$ cat config.mk
export PLATFORM = sky130hd
export DESIGN_NAME = unsat_clause_picker
export DESIGN_NICKNAME = d
export VERILOG_FILES = /design/src/rtl/unsat_clause_picker.sv
export SDC_FILE = /design/constraint.sdc
export NUM_CORES = 1
export LEC_CHECK = 0
export ABC_AREA = 1
export ABC_CLOCK_PERIOD_IN_PS = 1300
export BUFFER_PORTS_ARGS = -buffer_cell sky130_fd_sc_hd__buf_2
export CORE_ASPECT_RATIO = 1.5
export CORE_MARGIN = 1
export CORE_UTILIZATION = 45
export CTS_CLUSTER_SIZE = 28
export DETAILED_ROUTE_END_ITERATION = 7
export MAX_ROUTING_LAYER = met4
export PLACE_DENSITY = 0.78
export SLEW_MARGIN = 10
export SYNTH_ARGS = -nofsm -noshare
export SYNTH_HDL_FRONTEND = slang
export SYNTH_SLANG_ARGS = --single-unit
$ cat constraint.sdc
create_clock -name clk -period 1.3 [get_ports clk]
set_input_delay 0.13 -clock clk [delete_from_list [all_inputs] [get_ports clk]]
set_output_delay 0.13 -clock clk [all_outputs]
set_load 0.05 [all_outputs]
$ cat src/rtl/unsat_clause_picker.sv
// unsat_clause_picker: drains the clause FIFO tree once per start, keeps the
// entry reached after an LFSR-chosen skip count, clears the tree overflow flag
// and hands the chosen clause (or a "formula satisfied" flag) downstream.
module unsat_clause_picker #(
    parameter int          CLAUSE_WIDTH  = 36,
    parameter int          SETTLE_CYCLES = 4,
    parameter int          SKIP_BITS     = 3,
    parameter logic [15:0] SEED          = 16'h0001,
    parameter bit          DRAIN_REST    = 1'b1
) (
    input  logic                    clk,
    input  logic                    reset,
    input  logic                    start_i,
    input  logic                    empty_i,
    input  logic                    of_i,
    input  logic [CLAUSE_WIDTH-1:0] clause_i,
    output logic                    rden_o,
    output logic                    cof_o,
    output logic                    busy_o,
    output logic                    valid_o,
    input  logic                    ready_i,
    output logic [CLAUSE_WIDTH-1:0] clause_o,
    output logic                    sat_o,
    output logic                    of_o,
    output logic [SKIP_BITS:0]      popped_o
);

    localparam int SW = $clog2(SETTLE_CYCLES + 1);

    typedef enum logic [2:0] {
        S_IDLE,
        S_SETTLE,
        S_POP,
        S_CAPTURE,
        S_DRAIN,
        S_CLEAR,
        S_OUT
    } state_t;

    state_t                  state;
    state_t                  state_nxt;
    logic [15:0]             lfsr;
    logic [15:0]             lfsr_nxt;
    logic [SKIP_BITS-1:0]    tgt;
    logic [SKIP_BITS:0]      cnt;
    logic [SKIP_BITS:0]      cnt_inc;
    logic [SKIP_BITS:0]      tgt_last;
    logic                    pick_done;
    logic [SW-1:0]           settle_cnt;
    logic                    of_seen;
    logic                    sat_q;
    logic [CLAUSE_WIDTH-1:0] clause_q;

    // One step of the 16-bit Galois LFSR (right shift, taps 16'hB400).
    function automatic logic [15:0] lfsr_step(input logic [15:0] cur);
        lfsr_step = cur[0] ? ((cur >> 1) ^ 16'hB400) : (cur >> 1);
    endfunction

    assign lfsr_nxt  = lfsr_step(lfsr);
    assign cnt_inc   = cnt + 1'b1;
    assign tgt_last  = {1'b0, tgt} + 1'b1;
    // Stop on the skip target, or earlier if the tree ran dry: the entry
    // just captured is then the pick.
    assign pick_done = (cnt_inc == tgt_last) || empty_i;

    assign clause_o = clause_q;
    assign sat_o    = sat_q;
    assign of_o     = of_seen;
    assign popped_o = cnt;

    // State register; reset aborts any round in progress without a cOF pulse.
    always_ff @(posedge clk) begin
        if (reset) begin
            state <= S_IDLE;
        end else begin
            state <= state_nxt;
        end
    end

    // Next-state decode and the tree/downstream strobes derived from state.
    always_comb begin
        state_nxt = state;
        rden_o    = 1'b0;
        cof_o     = 1'b0;
        valid_o   = 1'b0;
        busy_o    = 1'b1;
        case (state)
            S_IDLE: begin
                busy_o = 1'b0;
                if (start_i) begin
                    state_nxt = S_SETTLE;
                end
            end
            S_SETTLE: begin
                if (settle_cnt == '0) begin
                    state_nxt = empty_i ? S_CLEAR : S_POP;
                end
            end
            S_POP: begin
                rden_o    = 1'b1;
                state_nxt = S_CAPTURE;
            end
            S_CAPTURE: begin
                if (pick_done) begin
                    state_nxt = DRAIN_REST ? S_DRAIN : S_CLEAR;
                end else begin
                    state_nxt = S_POP;
                end
            end
            S_DRAIN: begin
                // Gate the read with empty so the tree is never popped dry.
                rden_o = ~empty_i;
                if (empty_i) begin
                    state_nxt = S_CLEAR;
                end
            end
            S_CLEAR: begin
                cof_o     = 1'b1;
                state_nxt = S_OUT;
            end
            S_OUT: begin
                valid_o = 1'b1;
                if (ready_i) begin
                    state_nxt = S_IDLE;
                end
            end
            default: begin
                state_nxt = S_IDLE;
            end
        endcase
    end

    // Round bookkeeping: LFSR/target on start, settle timer, pick capture,
    // sticky overflow and the result registers held through OUT.
    always_ff @(posedge clk) begin
        if (reset) begin
            lfsr       <= SEED;
            tgt        <= '0;
            cnt        <= '0;
            settle_cnt <= '0;
            of_seen    <= 1'b0;
            sat_q      <= 1'b0;
            clause_q   <= '0;
        end else begin
            if (state inside {S_SETTLE, S_POP, S_CAPTURE, S_DRAIN, S_CLEAR}) begin
                of_seen <= of_seen | of_i;
            end
            case (state)
                S_IDLE: begin
                    if (start_i) begin
                        settle_cnt <= SW'(SETTLE_CYCLES);
                        lfsr       <= lfsr_nxt;
                        tgt        <= lfsr_nxt[SKIP_BITS-1:0];
                        cnt        <= '0;
                        of_seen    <= 1'b0;
                        sat_q      <= 1'b0;
                        clause_q   <= '0;
                    end
                end
                S_SETTLE: begin
                    if (settle_cnt == '0) begin
                        sat_q <= empty_i;
                    end else begin
                        settle_cnt <= settle_cnt - 1'b1;
                    end
                end
                S_CAPTURE: begin
                    clause_q <= clause_i;
                    cnt      <= cnt_inc;
                end
                default: begin
                end
            endcase
        end
    end

endmodule

# Word-level counts from Yosys, hierarchy flattened
# Cells that the tools add are included.
# op_classes
reduce_logical,11
bitwise,3
mux,25
eq_ne,12
add_sub_neg,3
# op_table
op,count
one-hot mux 36 bit (2 select lines),1
2-to-1 mux 36 bit,1
2-to-1 mux 3 bit,8
one-hot mux 3 bit (7 select lines),1
2-to-1 mux 16 bit,1
"inequality test 2 bit, second input constant",5
"equality test 3 bit, second input constant",3
2-to-1 mux 1 bit,8
one-hot mux 4 bit (2 select lines),1
"equality test 3 x 2 -> 1 bit, second input constant",2
logical NOT 3 bit,2
one-hot mux 3 bit (2 select lines),1
AND reduction 3 bit,2
nonzero test 5 bit,1
"adder 3 x 1 -> 4 bit, second input constant",1
"adder 4 x 1 -> 4 bit, second input constant",1
equality test 4 bit,1
2-to-1 mux 4 bit,1
NOT 3 -> 4 bit,1
one-hot mux 1 bit (2 select lines),2
AND reduction 2 bit,2
AND reduction 4 bit,1
nonzero test 2 bit,2
"equality test 3 x 1 -> 1 bit, second input constant",1
4 further kinds,4
# word_totals
word_cells,62
input_bits,42
register_bits,67
output_inout_bits,46

# Logic depth before layout (Yosys ltp)
# depth
word_depth,5
depth_mapped,12
depth_no_buf,12

# Worst setup path before layout
# OpenSTA, ideal clock, no wires.
# synth_path
path_type,reg2reg
start,reg cnt[0] (netlist: popped_o[0])
end,reg state[2]
slack_ps,-477
required_time_ps,1230
arrival_time_ps,1707
synth_period_minus_slack_ps,1777
stages_incl_launch_ff,11
setup_time_ps,70
n_path_buf,0
path_cell_list,dfxtp_1 ha_1 nand2_1 nand2_1 nor2_1 nand3_1 o21ai_0 nand2_1 nand2_1 nand2_1 a21oi_1
# synth_via
elab_chain_cells,5
# synth_lines
element,line,source
"start, declared",45,logic [SKIP_BITS:0] cnt;
"start signal, assigned",169,cnt <= cnt_inc;
adder 4 x 1 -> 4 bit,60,assign cnt_inc = cnt + 1'b1;
equality test 4 bit,64,assign pick_done = (cnt_inc == tgt_last) || empty_i;
logical OR 1 bit,64,
2-to-1 mux 3 bit,104,if (pick_done) begin
one-hot mux 3 bit (7 select lines),87,case (state)
"end signal, assigned",76,state <= state_nxt;
"end, declared",40,state_t state;
# Every way passes these cells.
# A chain may end at the register's enable or synchronous reset.

# Worst setup path in the final report
# layout_path
start,reg state[1]
end,out rden_o
# layout_via
elab_chain_cells,2
elab_cells_between_ends,3
cone_classes,2 x eq/ne; 1 x mux
# layout_lines
element,line,source
equality test 3 bit or equality test 3 x 2 -> 1 bit (tied branches),87,
one-hot mux 1 bit (2 select lines) *,87,
"end, declared",17,"output logic rden_o,"
# Every way passes the cells marked *; elsewhere a longest branch is shown, timed or not.

==> reports/metrics.yaml <==
worst_pin_slew_ns: 0.303
ys.flop_type: "dfxtp_1"
setup-tns-final_ns: -1.91
end_kind: "output pin"
busiest_layer: "met2"
fin_area_sq_um: 4160
clock_path_buffers: 2
start_util_pct: 46.4
ys_warn_count: 0
die_x_um: 64.8
crit_fanout: 4
gp_congestion: 0.784
rows: 34
use_met3_pct: 4.74
cts-root-buf: "clkbuf_8"
hold_violations: 0
layout_commonest_cell: "nand2_1"
fin_crit_sh_pct: 111
routed_wl_um: 7200
ys_seq_area_share_pct: 48.8
grt_start_max_net_pins: 30
max_cap_viol_count: 0
swShare_pct: 37.6
syn_area_sq_um: 2670
start_kind: "flop"
drive_above_1_share_pct: 44.8
nets: 539
h-tree-depth: 3
synth_top_area_share_pct: 48.8
synth_area_leaders: "dfxtp_1 (49%), nand2_1 (20%), a21oi_1 (12%)"
dieArea_sq_um: 6240
switching_power_mw: 2.82
cts_tree: "built"
grt_remaining_overflow: 0
finalSetupViolations: 30
cp_data_required_time_ns: 1.17
io_buffers: 87
comb_power_share_pct: 45.4
p_int_mw: 4.69
pin_count: 88
finalCriticalPeriod_ns: 1.45
firstDrtPassIters: 6
max_freq_ghz: 0.691
violations: "setup timing"
avgSynthCellArea_sq_um: 7.32
grt_pass1_wl_um: 10600
core-area_sq_um: 5740
final_cell_mix: "nand2_1 (128), buf_2 (83), dfxtp_1 (54), a21oi_1 (52), buf_4 (29)"
place_area_sq_um: 3420
place_hpwl_um: 4400
ir_worst_vdd_mv: 1.05
worstSetupPathType: "flop to output pin"
clk_latency_ns: 0.34
track_usage_pct: 22.7
antennaDiodeCount: 0
die_h_um: 96.3
synth_top_area_cell: "dfxtp_1"
vias_per_cell: 4.87
rsz0062_at_grt: "yes"
use_met1_pct: 24.9
cp.arrival_ns: 1.32
finalClockSkew_ns: 0.00866
drt_iter0_markers: 78
wire_per_inst_um: 12.6
seqPwrFrac_pct: 32.2
synth-async-reset-ratio_pct: 0
vias: 2775
grt_pass1_vias: 2522
cts_sinks: 65
cts.clk_slew.worst_paths_ns: 0.08
p_total_mw: 7.51
fin_ws_ns: -0.148
synth-seq-cells: 65
gr-usage-met2_pct: 38.5
final_core_util_pct: 72.5
final_antenna_net_count: 0
antenna_found_initial: 0
pwr-share-clk_pct: 22.3
slew_headroom_pct: 79.8
status: "finished, violations left"
leakage_nw: 1.87
synth_edf_count: 0
areaGrowthSynthToFinish_pct: 56.2
slew_violations: 0
fillerInstances: 440
synth_cell_types: 27
syn_inst: 364
power_density_nw_per_um2: 1800
drc: 0
synth.net_count: 410
cts_buffers: 9
hp-class: "input port to flop"
==> critical path, cell delays in order (launching register included) <==
cell,delay [ns]
dfxtp_2,0.34
inv_4,0.08
buf_4,0.13
nor3_4,0.03
or2_4,0.24
buf_8,0.15
==> power groups by stage <==
stage | combinational (mW) | sequential (mW) | clock [mW]
2_1_floorplan | 1.30 | 2.56 | 0
3_3_place_gp | 2.20 | 2.40 | 0
4_1_cts | 2.78 | 2.40 | 1.70
3_5_place_dp | 2.24 | 2.41 | 0
5_1_grt | 3.64 | 2.45 | 1.80
6_report | 3.41 | 2.42 | 1.68
==> logic make-up (layout without fill, tap and decap cells) <==
group                    Yosys count  count (layout)  synth area share [%]
flip-flops                        65              65                  48.8
AO/OA/AOI/OAI                     74              74                  14.5
XOR/XNOR                           4               4                  1.31
buffers and inverters             47             181                  7.75
AND/OR/NAND/NOR                  170             170                  25.7
adder cells (fa/ha/maj)            4               4                  1.88
==> what timing repair did <==
item	in CTS	in global routing
resized for setup	46	61
pin swaps	10	22
setup buffers	11	3
endpoints found under the setup margin	59	66
hold endpoints to repair	0	0
hold buffers	0	0
cloned	2	1
==> layout make-up <==
| type | count | area [sq um] | share of cell area, % |
|---|---|---|---|
| multi-input combinational | 252 | 1410 | 33.9 |
| sequential | 65 | 1320 | 31.8 |
| timing repair buffer | 137 | 1010 | 24.3 |
| clock buffer | 11 | 163 | 3.91 |
| inverter | 28 | 128 | 3.07 |
| tap | 72 | 90.1 | 2.16 |
| clock inverter | 5 | 33.8 | 0.812 |
==> cell usage after synthesis, drive strengths merged (2+ instances only) <==
master and number:
nand4 2, a21oi 62, ha 4, nor3 5
clkbuf 9, o21ai 7, nor2 7, nand3 5
inv 28, dfxtp 65, nand2 148, buf 10
a31oi 2, xor2 4
==> per-layer routing <==
| metal | routed length (um) | part of all wire, % | up-vias |
|---|---|---|---|
| li1 | - | - | 1413 |
| met1 | 2920 | 41 | 1273 |
| met3 | 298 | 4.1 | 11 |
| met5 | 0 | 0 | - |
| met4 | 119 | 1.7 | 0 |
| met2 | 3860 | 54 | 78 |
==> per-stage QoR <==
stage	hold WS, ns	setup WS (ns)	instances
finish	0.0253	-0.148	570
detailed placement	0.390	-0.0796	538
global route	0.0192	-0.251	570
CTS	0.0184	-0.145	566
floorplan	0.278	-0.0736	364
global placement	0.382	-0.0712	538
==> sequential cells by signal (all words and copies together) (netlist names) <==
register	cells
clause_o	36
lfsr	16
popped_o	4
settle_cnt	3
state	3
of_o	1
sat_o	1
tgt	1
==> final timing paths <==
| kind | start | end | slack [ns] | depth (start not counted) |
|---|---|---|---|---|
| max | state[1]$_SDFFE_PP0P_ | rden_o | -0.15 | 5 |
| min | clause_i[20] | clause_o[20]$_SDFFE_PP0P_ | 0.03 | 3 |
| max reg2reg | popped_o[0]$_SDFFE_PP0P_ | state[1]$_SDFFE_PP0P_ | -0.13 | 12 |
| min reg2reg | clause_o[23]$_SDFFE_PP0P_ | clause_o[23]$_SDFFE_PP0P_ | 0.46 | 2 |
(Power assumes the default switching activity.)
